### config.mk
export PLATFORM = sky130hd
export DESIGN_NAME = seg_mux_ctrl
export DESIGN_NICKNAME = d
export VERILOG_FILES = /design/src/rtl/seg_pkg.sv /design/src/rtl/seg_decoder.sv /design/src/rtl/seg_mux_ctrl.sv
export SDC_FILE = /design/constraint.sdc
export NUM_CORES = 1
export LEC_CHECK = 0
export ABC_AREA = 1
export CORE_MARGIN = 4
export CORE_UTILIZATION = 55
export CTS_BUF_LIST = sky130_fd_sc_hd__clkbuf_16
export DETAILED_ROUTE_END_ITERATION = 16
export MAX_ROUTING_LAYER = met4
export PLACE_DENSITY = 0.78
export SYNTH_ARGS = -nofsm -noshare
export SYNTH_HDL_FRONTEND = slang
export SYNTH_HIERARCHICAL = 1
export SYNTH_SLANG_ARGS = --single-unit
### constraint.sdc
create_clock -name clk -period 3 [get_ports clk]
set_input_delay 0.3 -clock clk [delete_from_list [all_inputs] [get_ports clk]]
set_output_delay 0.3 -clock clk [all_outputs]
set_load 0.02 [all_outputs]
### src/rtl/seg_pkg.sv
// seg_pkg: shared definitions for the two-digit seven-segment multiplexer.
//   state_t    - controller states
//   SEG_BLANK  - all segments off (active-low)
//   AN_*       - anode patterns (active-low)
//   SEG_TABLE  - hex to {g,f,e,d,c,b,a} active-low segment patterns
package seg_pkg;

    typedef enum logic [2:0] {
        IDLE   = 3'd0,
        BLANK0 = 3'd1,
        SHOW0  = 3'd2,
        BLANK1 = 3'd3,
        SHOW1  = 3'd4
    } state_t;

    localparam logic [6:0] SEG_BLANK = 7'h7F;

    localparam logic [1:0] AN_OFF = 2'b11;
    localparam logic [1:0] AN_D0  = 2'b10;
    localparam logic [1:0] AN_D1  = 2'b01;

    // Entry [n] holds the pattern for hex digit n; listed from F down to 0.
    localparam logic [15:0][6:0] SEG_TABLE = {
        7'h0E,  // F
        7'h06,  // E
        7'h21,  // d
        7'h46,  // C
        7'h03,  // b
        7'h08,  // A
        7'h10,  // 9
        7'h00,  // 8
        7'h78,  // 7
        7'h02,  // 6
        7'h12,  // 5
        7'h19,  // 4
        7'h30,  // 3
        7'h24,  // 2
        7'h79,  // 1
        7'h40   // 0
    };

endpackage

### src/rtl/seg_decoder.sv
// seg_decoder: combinational hex to seven-segment decoder.
//   hex - 4-bit value to display
//   seg - segments {g,f,e,d,c,b,a}, active-low
module seg_decoder
    import seg_pkg::*;
(
    input  logic [3:0] hex,
    output logic [6:0] seg
);

    assign seg = SEG_TABLE[hex];

endmodule

### src/rtl/seg_mux_ctrl.sv
// seg_mux_ctrl: time-multiplexes one segment bus across two common-anode
// digits, with a blanking gap before every digit to prevent ghosting.
//   clk        - system clock
//   reset      - asynchronous active-low reset
//   en         - display enable; low forces IDLE on the next edge
//   s0, s1     - hex values for digit 0 / digit 1
//   seg        - segments {g,f,e,d,c,b,a}, active-low, registered
//   an         - anode enables, active-low, an[0] drives digit 0, registered
//   frame_tick - one-cycle pulse on the first BLANK0 cycle after a full frame
module seg_mux_ctrl
    import seg_pkg::*;
#(
    parameter int DWELL_CYCLES = 24000,
    parameter int BLANK_CYCLES = 48
) (
    input  logic       clk,
    input  logic       reset,
    input  logic       en,
    input  logic [3:0] s0,
    input  logic [3:0] s1,
    output logic [6:0] seg,
    output logic [1:0] an,
    output logic       frame_tick
);

    localparam int CNT_MAX = (DWELL_CYCLES > BLANK_CYCLES) ? DWELL_CYCLES : BLANK_CYCLES;
    // A single-cycle slot would give $clog2 of 0; keep at least one bit.
    localparam int CNT_W   = (CNT_MAX > 1) ? $clog2(CNT_MAX) : 1;

    localparam logic [CNT_W-1:0] BLANK_LAST = CNT_W'(BLANK_CYCLES - 1);
    localparam logic [CNT_W-1:0] DWELL_LAST = CNT_W'(DWELL_CYCLES - 1);

    state_t           state, state_d;
    logic [CNT_W-1:0] cnt, cnt_d;
    logic [3:0]       hold, hold_d;
    logic             tick_d;
    logic [6:0]       seg_d, seg_dec;
    logic [1:0]       an_d;

    // State, counter, hold and output registers.
    // NOTE: sequential state uses non-blocking assignments so every register
    // samples pre-edge values regardless of statement order.
    always_ff @(posedge clk or negedge reset) begin
        if (!reset) begin
            state      <= IDLE;
            cnt        <= '0;
            hold       <= '0;
            seg        <= SEG_BLANK;
            an         <= AN_OFF;
            frame_tick <= 1'b0;
        end else begin
            state      <= state_d;
            cnt        <= cnt_d;
            hold       <= hold_d;
            seg        <= seg_d;
            an         <= an_d;
            frame_tick <= tick_d;
        end
    end

    // Next-state logic. hold is loaded on the edge that enters a SHOW state,
    // so the digit cannot change mid-slot.
    always_comb begin
        // NOTE: defaults first so no path through the case leaves a variable
        // unassigned, which would infer a latch.
        state_d = state;
        hold_d  = hold;
        tick_d  = 1'b0;
        if (!en) begin
            state_d = IDLE;
        end else begin
            unique case (state)
                IDLE:   state_d = BLANK0;
                BLANK0: if (cnt == BLANK_LAST) begin
                            state_d = SHOW0;
                            hold_d  = s0;
                        end
                SHOW0:  if (cnt == DWELL_LAST) state_d = BLANK1;
                BLANK1: if (cnt == BLANK_LAST) begin
                            state_d = SHOW1;
                            hold_d  = s1;
                        end
                SHOW1:  if (cnt == DWELL_LAST) begin
                            state_d = BLANK0;
                            tick_d  = 1'b1;
                        end
                default: state_d = IDLE;
            endcase
        end
        // Every state entry restarts the slot count; IDLE never counts.
        if (state_d != state || state == IDLE) begin
            cnt_d = '0;
        end else begin
            cnt_d = cnt + CNT_W'(1);
        end
    end

    // Decode the value hold will have after this edge, so the registered
    // segments line up with the registered state.
    seg_decoder u_dec (
        .hex (hold_d),
        .seg (seg_dec)
    );

    // Output logic: next values for the output registers.
    always_comb begin
        an_d  = AN_OFF;
        seg_d = SEG_BLANK;
        unique case (state_d)
            SHOW0: begin
                an_d  = AN_D0;
                seg_d = seg_dec;
            end
            SHOW1: begin
                an_d  = AN_D1;
                seg_d = seg_dec;
            end
            default: begin
                an_d  = AN_OFF;
                seg_d = SEG_BLANK;
            end
        endcase
    end

endmodule

# After elaboration in Yosys (flattened, before gate mapping)
# Memories as Yosys holds them, arrays and structs flattened.
# Index checks and enable logic that the tools add are counted.
# totals
elab_cells	38
mem_bits_ro	112
mem_count	1
in_bits	11
reg_bits	32
out_inout_bits	10
# classes
magnitude_cmp	1
n_mux	17
add_sub_neg	1
eq_ne	9
reduce_logical	3
# memory_table
memory	words	width	rd	rd_clocked_by_memory_dff	write_ports	line	source
(name not given)	16	7	1	0	0	seg_decoder.sv:11	assign seg = SEG_TABLE[hex];
# ops
op	n
$add A15 B1 Y15 const B	1
$eq A15 B15 Y1 const B	1
$eq A15 B6 Y1 const B	1
$mux W15	1
$mux W3	5
$pmux W3 S5	1
$mux W7	2
$mux W4	3
$eq A3 B2 Y1 const B	3
$pmux W4 S2	1
$eq A3 B3 Y1 const B	2
$lt A4 B5 Y1 const B	1
$pmux W2 S2	1
$eq A3 B1 Y1 const B	1
$logic_not A3 Y1	1
$mux W1	3
$ne A3 B3 Y1	1
$reduce_or A2 Y1	1
$logic_or A1 B1 Y1	1

# Depth between registers and ports, before layout
# Gate-level depths: netlist (run 1).
# logic_depth
ltp_word	7
ltp_mapped	16

# Modules after synthesis
# The synthesis (run 1) kept the hierarchy.
# by_module_without_submodules
module	instances	area_per_inst_um2	seq_area_each_um2	cells_each
seg_mux_ctrl	1	1710.4	812.0	186
seg_decoder	1	274.0	0.0	49

# Worst setup path before layout (run 1)
# No wires, ideal clock.
# synth_path
path_kind	register to register
from	register cnt[0]
to	register seg[3]
required_ns	2.917
setup_time_ns	0.083
path_buffers	0
arrival_ns	2.536
slack_ns	0.380
path_stages_with_launch	15
path_cell_list	dfrtp_1 -> ha_1 -> nand3_4 -> nor2_2 -> nand3_2 -> nor3_1 -> a22oi_1 -> o21ai_0 -> inv_1 -> ha_1 -> nand2_1 -> nand3_1 -> nand2_1 -> inv_1 -> nand2_1
# synth_between
elab_chain_cells	7
elab_cells_between_ends	18
cone_classes	eq/ne (4); mux (12); reduce/logical (1); memory (1)
# synth_lines
element	line	source
start: declaration	seg_mux_ctrl.sv:34	logic [CNT_W-1:0] cnt, cnt_d;
start signal: assignment	seg_mux_ctrl.sv:53	cnt <= cnt_d;
$eq A15 B6 Y1 (*)	seg_mux_ctrl.sv:74, seg_mux_ctrl.sv:79	
$mux W4 (on tied branches)	seg_mux_ctrl.sv:79, seg_mux_ctrl.sv:74	
$pmux W4 S2 (*)	seg_mux_ctrl.sv:72	unique case (state)
$mux W4 (*)	seg_mux_ctrl.sv:69	if (!en) begin
net hold_d[1]	seg_mux_ctrl.sv:35	logic [3:0] hold, hold_d;
$mem_v2 Z16 W7 (*)	n/a	
$mux W7 (not written as such) (*)	seg_decoder.sv:11	
net seg_dec[3]	seg_mux_ctrl.sv:37	logic [6:0] seg_d, seg_dec;
$mux W7 (*)	seg_mux_ctrl.sv:109	unique case (state_d)
net seg_d[3]	seg_mux_ctrl.sv:37	
end signal: assignment	seg_mux_ctrl.sv:55	seg <= seg_d;
end: declaration	seg_mux_ctrl.sv:21	output logic [6:0] seg,
# The timed path passes the listed nets; every way through them passes the cells marked *. The select of a mux whose other input is x is not followed.

# Worst setup path in the final report (run 1)
# layout_path
from	register cnt[0]
to	register seg[0]
# Same word-level chain as after synthesis.

==> impl_metrics.csv, run 1 <==
group,metric,value,unit
clock_network,postCtsHoldBufs,0,
timing,finalSetupViolCount,0,
synth,yosysWarnings,6,
finish,fin_nets,281,
floorplan,dieArea,4630,sq um
flow_run,cap_violations,0,
setup_path,r2r-end,"seg[0]",
timing,setup_tns,0,ns
synth,synth_edf_count,0,
clock_network,clkSinkCount,32,
detailed_routing,wl_per_cell,11.2,microns
timing,finalHoldViolCount,0,
setup_path,reg2reg_slack,0.42,ns
synth,synthesis.area,1980,sq um
pwr,switching_share,0.216,
clock_network,cts-root-buf,"clkbuf_16",
detailed_routing,via_per_inst,4.83,
pwr,seqPwrFrac,0.408,
global_route,grt_pass1_wl,6.02,mm
finish,stdcell_count,309,
placed_design,place_hpwl,2.52,mm
timing,worstMarginPinSlew,0.400,ns
floorplan,io-pin-count,21,
floorplan,start_util,0.581,
clock_network,numCtsBuffers,5,
timing,slew_violations,0,
finish,final_cell_mix,"nand2_1 (54), inv_1 (28), dfrtp_1 (23), nor2_1 (20), clkdlybuf4s50_1 (20)",
floorplan,std_cell_rows,21,
detailed_routing,vias,1493,
timing,finClkSkew,0.00472,ns
pwr,p_total,1.08,mW
setup_path,crit_slowest_cell,"dfrtp_1",
global_route,grt_overflow,0,
clock_network,ctsHtreeMaxLevel,2,
placed_design,postPlaceCellArea,2230,sq um
finish,fillers,272,
clock_network,post_cts_resized,0,
detailed_routing,drtPass1Iterations,4,
synth,postSynth.asyncResetShare,1.00,
timing,slew_headroom,0.731,
floorplan,die_x,68.1,microns
placed_design,io_buffers,20,
setup_path,max_stage_delay,0.37,ns
placed_design,placed_cells,301,
setup_path,critPathMaxFanout,7,
global_route,grt_max_degree,33,
synth,synthTopCellsByArea,"dfrtp_1 (29%), dfstp_2 (12%), nand2_1 (10%)",
timing,fmax,388,MHz
min_path,hp-class,"in2async",
timing,min_period,2.58,ns
finish,drive_gt1_frac,0.224,
clock_network,clockBufferDepth,2,
floorplan,die_h,68.1,microns
clock_network,clkLatencyLatePin,0.28,ns
detailed_routing,drcViolationCount,0,
pwr,internal_power,847,uW
setup_path,timing.rr.start,"cnt[0]",
global_route,antenna_found_initial,0,
pwr,vdd_drop_max,0.000424,V
setup_path,crit_path_end_kind,"register",
synth,ys_seq_area_frac,0.409,
pwr,p_leak,1.08,nW
finish,diodes,0,
clock_network,cts_tree,"yes",
clock_network,post_cts_buffers,0,
synth,syn_inst,235,
outcome,status,"finished clean",
synth,avgSynthCellArea,8.44,sq um
synth,ys_ff_latch,32,
detailed_routing,final_antenna_net_count,0,
placed_design,gp_congestion,0.861,
timing,fin_crit_sh,0.859,
synth,syn-num-nets,254,
detailed_routing,first_iter_violations,74,
setup_path,crit_type,"reg2reg",
synth,ys.flop_type,"dfrtp_1",
timing,rsz0062_at_grt,"no",
pwr,power_density,451,nW/um^2
pwr,pwr-share-comb,0.067,
setup_path,reg2regPathDepth,15,
setup_path,critPathLaunchType,"register",
floorplan,core,3420,sq um
global_route,globalRouteTotalUtil,0.183,
pwr,switching_power,233,uW
synth,netlist.area_leader.share,0.290,
finish,fin_area,2400,sq um
detailed_routing,wl,3.45,mm
finish,area_growth,20.7,%
finish,layout_commonest_cell,"nand2_1",
synth,synth_top_cell_by_area,"dfrtp_1",
global_route,grt_pass1_vias,1420,
clock_network,clk_pin_slew_worst_paths,0.05,ns
synth,yosysUniqueCellTypes,28,
pwr,clkPwrFrac,0.525,
setup_path,required,3.20,ns
setup_path,worstPathCellList,"ha_1 -> nand3_4 -> nor2_2 -> nand3_2 -> nor3_1 -> a22oi_1 -> o21ai_0 -> inv_1 -> ha_1 -> inv_1 -> nand2_1 -> nand3_1 -> nand2_1 -> inv_1 -> nand2_1",
setup_path,crit_arrival,2.78,ns
[through the flow]
step           setup WS [ns]  utilization  hold WS, ns
2_1_floorplan          0.380            -      0.00441
3_3_place_gp           0.546        0.654        0.441
3_5_place_dp           0.457        0.654        0.455
4_1_cts                0.443        0.701        0.440
5_1_grt               0.0726        0.701        0.453
6_report               0.423        0.701        0.424
[synthesized netlist by cell type (all sizes together), types with 3 or more instances]
library cell / n
nor2: 35
ha: 8
nor3: 4
nand2: 66
xnor2: 3
a22oi: 4
nand3: 22
o21ai: 9
inv: 33
dfrtp: 23
buf: 5
xor2: 9
nand4: 3
dfstp: 9
[metal layers]
metal,up-vias,part of all wire,track usage
li1,780,-,-
met1,686,0.49,0.221
met2,22,0.45,0.278
met4,0,0.021,0.0819
met5,-,0,-
met3,5,0.039,0.0591
[cell families (layout without fill, tap and decap cells)]
kind of cell	after synthesis	after routing	share of synthesized area
buffers and inverters	38	66	0.0857
XOR/XNOR	12	12	0.0530
flip-flops	32	32	0.409
AND/OR/NAND/NOR	131	131	0.358
AO/OA/AOI/OAI	14	14	0.0441
adder cells (fa/ha/maj)	8	8	0.0504
[state kept, by name, indices dropped and copies added (netlist names)]
signal      count
cnt            15
seg             7
hold            4
state           3
an              2
frame_tick      1
[worst max-delay path by stage]
stage	start	end	slack, ns
after floorplan	cnt[0]	seg[3]	0.38
after global placement	cnt[0]	seg[5]	0.55
after detailed placement	cnt[0]	seg[3]	0.46
after CTS	cnt[0]	seg[3]	0.44
after global routing	cnt[0]	seg[5]	0.07
final	cnt[0]	seg[0]	0.42
[power by group through the flow]
stage                     combinational (mW)  clock (mW)  sequential [mW]
after global placement                0.0725           0            0.448
after CTS                             0.0744       0.578            0.441
final                                 0.0724       0.567            0.441
after detailed placement              0.0732           0            0.448
after global routing                  0.0805       0.600            0.441
after floorplan                       0.0514           0            0.447
[final cells by class]
type                            instances  area (sq um)  share of cell area
Clock buffer                            5           125              0.0522
Tap cell                               46          57.6              0.0240
Sequential cell                        32           812               0.339
Clock inverter                          3          37.5              0.0157
Timing Repair Buffer                   25           238              0.0992
Multi-Input combinational cell        165          1000               0.418
Inverter                               33           124              0.0517
[critical path, delay by kind of cell (launching register included)]
family,cells,cell delay (ns)
and+or+nand+nor,8,1.04
adders and majority gates,2,0.44
AOI/OAI and AO/OA,2,0.38
DFF,1,0.37
buffers and inverters,3,0.29
No activity file was read; power rests on OpenSTA's default activity.
==> inputs of run 2 (changes only) <==
Settings changed: CORE_MARGIN 4 to default, CTS_BUF_LIST sky130_fd_sc_hd__clkbuf_16 to default, SKIP_LAST_GASP from default to 1.
==> run 2 against run 1 <==
Global-route usage rose by 3.7 points. Final cell count did not move. Clock power fell by 43%. Critical path depth fell by 1. Sequential power barely moved. Critical endpoint is now seg[3]. Via count rose by 0.94%.
==> impl_metrics.csv, run 2 (synthesis results as in run 1) <==
group,metric,value,unit
finish,largest-register,"cnt",
setup_path,required,3.28,ns
setup_path,crit_type,"reg2reg",
setup_path,critPathLaunchType,"register",
detailed_routing,vias,1507,
clock_network,ctsHtreeMaxLevel,2,
timing,finalSetupViolCount,0,
floorplan,io-pin-count,21,
setup_path,crit_arrival,2.81,ns
detailed_routing,via_per_inst,4.88,
placed_design,io_buffers,20,
pwr,vdd_drop_max,0.000204,V
setup_path,crit_slowest_cell,"dfrtp_1",
timing,min_period,2.53,ns
flow_run,cap_violations,0,
finish,final_cell_mix,"nand2_1 (54), inv_1 (28), dfrtp_1 (23), nor2_1 (20), clkdlybuf4s50_1 (20)",
setup_path,worstPathCellList,"ha_1 -> nand3_4 -> nor2_2 -> nand3_2 -> nor3_1 -> a22oi_1 -> o21ai_0 -> inv_1 -> ha_1 -> nand2_1 -> nand3_1 -> nand2_1 -> inv_1 -> nand2_1",
setup_path,crit_start,"cnt[0]",
placed_design,gp_congestion,0.898,
global_route,grt_max_degree,33,
floorplan,dieArea,3850,sq um
timing,finClkSkew,0.0140,ns
min_path,hp-class,"in2async",
placed_design,place_hpwl,2.54,mm
finish,area_growth,16.4,%
detailed_routing,first_iter_violations,70,
detailed_routing,final_antenna_net_count,0,
global_route,grt_overflow,0,
timing,slew_violations,0,
floorplan,core,3390,sq um
timing,slew_headroom,0.738,
clock_network,clkLatencyLatePin,0.34,ns
finish,largest_reg_flops,15,
setup_path,reg2reg_slack,0.47,ns
finish,drive_gt1_frac,0.228,
detailed_routing,drcViolationCount,0,
finish,stdcell_count,309,
detailed_routing,wl,3.40,mm
global_route,grt_pass1_wl,5.87,mm
timing,finalHoldViolCount,0,
timing,fmax,395,MHz
outcome,status,"finished clean",
finish,fin_nets,281,
setup_path,reg2regPathDepth,14,
setup_path,crit_path_end_kind,"register",
setup_path,critPathMaxFanout,7,
setup_path,crit_top_cell,"nand2_1",
setup_path,path_delay_family,"simple AND/OR/NAND/NOR gates",
finish,diodes,0,
clock_network,post_cts_buffers,0,
floorplan,std_cell_rows,21,
pwr,p_leak,1.04,nW
clock_network,cts-root-buf,"clkbuf_4",
pwr,power_density,361,nW/um^2
timing,setup_tns,0,ns
detailed_routing,drtPass1Iterations,4,
clock_network,cts_tree,"yes",
placed_design,placed_cells,301,
setup_path,timing.rr.start,"cnt[0]",
floorplan,die_h,62.1,microns
clock_network,numCtsBuffers,5,
floorplan,start_util,0.585,
timing,rsz0062_at_grt,"no",
clock_network,clkSinkCount,32,
finish,layout_commonest_cell,"nand2_1",
setup_path,max_stage_delay,0.39,ns
global_route,antenna_found_initial,0,
timing,worstMarginPinSlew,0.391,ns
timing,fin_crit_sh,0.844,
clock_network,post_cts_resized,0,
floorplan,die_x,62.1,microns
clock_network,clockBufferDepth,2,
detailed_routing,wl_per_cell,11.0,microns
clock_network,clk_pin_slew_worst_paths,0.11,ns
setup_path,path_depth,14,
global_route,grt_pass1_vias,1422,
global_route,globalRouteTotalUtil,0.220,
clock_network,postCtsHoldBufs,0,
finish,reg_top3,"cnt: 15 flops, seg: 7 flops, hold: 4 flops",
setup_path,path_buf_inv,2,
-- run 2: cell types whose count changed in the layout (fill, tap and decap cells not counted), sizes merged --
cell / change
clkbuf: +1
clkinv: -1
-- run 2: layout make-up --
cell class	instances	area, sq um
Fill cell	278	1080
Multi-Input combinational cell	165	1000
Sequential cell	32	812
Timing Repair Buffer	25	238
Inverter	33	124
Tap cell	46	57.6
Clock buffer	6	41.3
Clock inverter	2	35.0
-- run 2: final timing paths --
| check | end |
|---|---|
| max | seg[3] |
| min | state[0] |
| max reg2reg | seg[3] |
| min reg2reg | cnt[0] |
| max in group asynchronous | seg[2] |
| min in group clk | cnt[0] |
-- run 2: worst reg2reg max path: stages, from the launching register on --
cell     delay (ns)
dfrtp_1        0.39
ha_1           0.23
nand3_4        0.13
nor2_2         0.19
nand3_2        0.11
nor3_1         0.32
a22oi_1        0.11
o21ai_0        0.23
inv_1          0.14
ha_1           0.33
nand2_1        0.06
nand3_1        0.07
nand2_1        0.07
inv_1          0.03
nand2_1        0.05
-- run 2: layer usage --
| metal | track usage | part of all wire |
|---|---|---|
| met4 | 0.0984 | 0.017 |
| met1 | 0.276 | 0.48 |
| met2 | 0.331 | 0.47 |
| met3 | 0.0559 | 0.037 |
| met5 | - | 0 |
-- run 2: power by group --
part / switching, mW / internal [mW] / leakage, nW
clock: 0.148 / 0.175 / 0.0422
sequential: 0.00430 / 0.436 / 0.414
combinational: 0.0471 / 0.0250 / 0.587
total: 0.199 / 0.635 / 1.04
-- run 2: per-stage QoR --
step / power [mW] / hold slack [ns] / worst slack (ns) / instance area [sq um] / util
3_5_place_dp: 0.522 / 0.467 / 0.486 / 2230 / 0.659
4_1_cts: 0.846 / 0.354 / 0.452 / 2310 / 0.681
2_1_floorplan: 0.499 / 0.00441 / 0.380 / 1980 / -
3_3_place_gp: 0.520 / 0.442 / 0.545 / 2230 / 0.659
5_1_grt: 0.874 / 0.396 / 0.0843 / 2310 / 0.681
6_report: 0.834 / 0.352 / 0.467 / 2310 / 0.681
==> inputs of run 3 (changes only) <==
Settings changed: CORE_UTILIZATION 55 to 51, PLACE_DENSITY 0.78 to 0.76.
Clock period 3 ns to 2.2 ns, I/O delays scaled along.
==> run 3 against run 2 <==
The run now ends with setup timing left. Final cell count increased by 8.7%. Sequential cell count unchanged. Clock skew decreased by 0.0064 ns. Sequential share of layout area decreased by 4.8 points. Global-route usage increased by 0.63 points. Utilization increased by 4.3 points. Register-to-register slack got worse by 0.54 ns.
==> impl_metrics.csv, run 3 (synthesis results as in run 1) <==
group,metric,value,unit
clock_network,clockBufferDepth,2,
timing,whs,0.337,ns
setup_path,worstPathCellList,"ha_4 -> nand3_4 -> nor2_4 -> nand3_2 -> nor3_4 -> a22oi_2 -> o21ai_2 -> buf_6 -> ha_2 -> nand2_2 -> nand2_1 -> nand2_1 -> nand2_2 -> inv_2 -> nand2_1",
clock_network,cts-root-buf,"clkbuf_8",
setup_path,critPathLaunchType,"register",
clock_network,clkLatencyLatePin,0.28,ns
floorplan,dieArea,4140,sq um
finish,area_growth,34.7,%
detailed_routing,drcViolationCount,0,
timing,fin_ws,-0.0698,ns
finish,fin_area,2670,sq um
finish,multi_input_area,1150,sq um
setup_path,required,2.42,ns
finish,fillers,286,
placed_design,place_hpwl,2.76,mm
floorplan,core,3690,sq um
timing,fmax,441,MHz
detailed_routing,wl_per_cell,12.5,microns
floorplan,io-pin-count,21,
finish,diodes,0,
floorplan,std_cell_rows,22,
global_route,grt_pass1_vias,1605,
clock_network,numCtsBuffers,5,
placed_design,postPlaceCellArea,2350,sq um
clock_network,cts_tree,"yes",
finish,drive_gt1_frac,0.389,
detailed_routing,wl_met3,167,microns
floorplan,die_x,64.4,microns
pwr,power_density,439,nW/um^2
min_path,hp-class,"in2async",
timing,fin_crit_sh,1.03,
timing,min_period,2.27,ns
setup_path,crit_path_end_kind,"register",
global_route,grt_max_degree,33,
setup_path,critPathMaxFanout,5,
global_route,globalRouteTotalUtil,0.226,
clock_network,clkSinkCount,32,
setup_path,max_stage_delay,0.42,ns
floorplan,start_util,0.538,
pwr,p_leak,1.18,nW
setup_path,crit_top_cell,"nand2_1",
global_route,antenna_found_initial,0,
detailed_routing,vias,1676,
pwr,vdd_drop_max,0.000410,V
timing,finalSetupViolCount,4,
placed_design,gp_congestion,0.809,
finish,largest_reg_flops,15,
detailed_routing,drtPass1Iterations,5,
setup_path,path_delay_family,"simple AND/OR/NAND/NOR gates",
finish,layout_commonest_cell,"nand2_1",
detailed_routing,via_per_inst,4.99,
setup_path,crit_type,"reg2reg",
clock_network,ctsHtreeMaxLevel,2,
setup_path,crit_arrival,2.49,ns
detailed_routing,drt-met1-wl,1.80,mm
timing,worstMarginPinSlew,0.390,ns
finish,final_cell_mix,"nand2_1 (47), buf_4 (27), inv_1 (24), dfrtp_1 (23), clkdlybuf4s50_1 (20)",
setup_path,crit_slowest_cell,"dfrtp_1",
finish,largest-register,"cnt",
finish,fin_nets,306,
outcome,status,"complete, but fails checks",
placed_design,dp_slack,-0.0745,ns
outcome,violations,"setup timing",
detailed_routing,wl_met2,2.15,mm
global_route,grt_overflow,0,
timing,slew_violations,0,
flow_run,cap_violations,0,
placed_design,io_buffers,20,
finish,reg_top3,"cnt: 15 flops, seg: 7 flops, hold: 4 flops",
setup_path,path_buf_inv,2,
timing,finalHoldViolCount,0,
floorplan,die_h,64.4,microns
clock_network,postCtsHoldBufs,0,
detailed_routing,wl,4.21,mm
timing,setup_tns,-0.198,ns
timing,slew_headroom,0.740,
detailed_routing,first_iter_violations,85,
detailed_routing,top_layer,"met4",
global_route,grt_pass1_wl,6.87,mm
clock_network,clk_pin_slew_worst_paths,0.07,ns
detailed_routing,final_antenna_net_count,0,
timing,rsz0062_at_grt,"yes",
finish,register_area,812,sq um
timing,finClkSkew,0.00762,ns
[run 3: cell types whose count changed in the layout (fill, tap and decap cells not counted), sizes merged]
cell / change
bufinv: -1
clkbuf: +2
buf: +25
clkinv: -1
[run 3: per-stage QoR]
step	power, mW	utilization	instances
global placement	0.718	0.638	316
CTS	1.18	0.684	328
finish	1.17	0.725	336
floorplan	0.681	-	235
global route	1.22	0.725	336
detailed placement	0.721	0.638	316
[run 3: worst reg2reg max path: cells and delay by family (launching register included)]
family,cells,cell delay (ns)
AO/OA/AOI/OAI,2,0.27
adder cells (fa/ha/maj),2,0.39
buffers and inverters,2,0.19
flip-flops,1,0.42
AND/OR/NAND/NOR,9,0.93
[run 3: final timing paths]
check	slack, ns	startpoint	endpoint	cells past startpoint
hold / removal	0.34	reset	hold[3]	2
setup reg to reg	-0.07	cnt[0]	seg[3]	15
setup / recovery	-0.07	cnt[0]	seg[3]	15
hold reg to reg	0.51	hold[2]	hold[2]	2
min in group clk	0.51	hold[2]	hold[2]	2
max in group asynchronous	1.54	reset	seg[4]	2
[run 3: cell type report]
cell class,count,area share
multi-input combinational,165,0.429
sequential,32,0.304
timing repair buffer,50,0.163
inverter,33,0.0473
clock buffer,8,0.0337
tap,48,0.0225
[run 3: report_power, final]
part           total [mW]  switching [mW]  leakage, nW  internal [mW]
registers           0.600         0.00563        0.414          0.595
clock network       0.457           0.203       0.0455          0.255
logic               0.117          0.0716        0.725         0.0451
total                1.17           0.280         1.18          0.895
[run 3: per-layer routing]
| layer | vias to the layer above | global-route usage |
|---|---|---|
| met3 | 8 | 0.0589 |
| li1 | 833 | - |
| met5 | - | - |
| met1 | 795 | 0.266 |
| met2 | 40 | 0.357 |
| met4 | 0 | 0.111 |
[run 3: what timing repair did]
| item | in CTS | in global routing |
|---|---|---|
| resized for setup | 11 | 23 |
| hold endpoints to repair | 0 | 0 |
| pin swaps | 6 | 14 |
| buffers inserted | 4 | 8 |
| endpoints found under the setup margin | 7 | 7 |
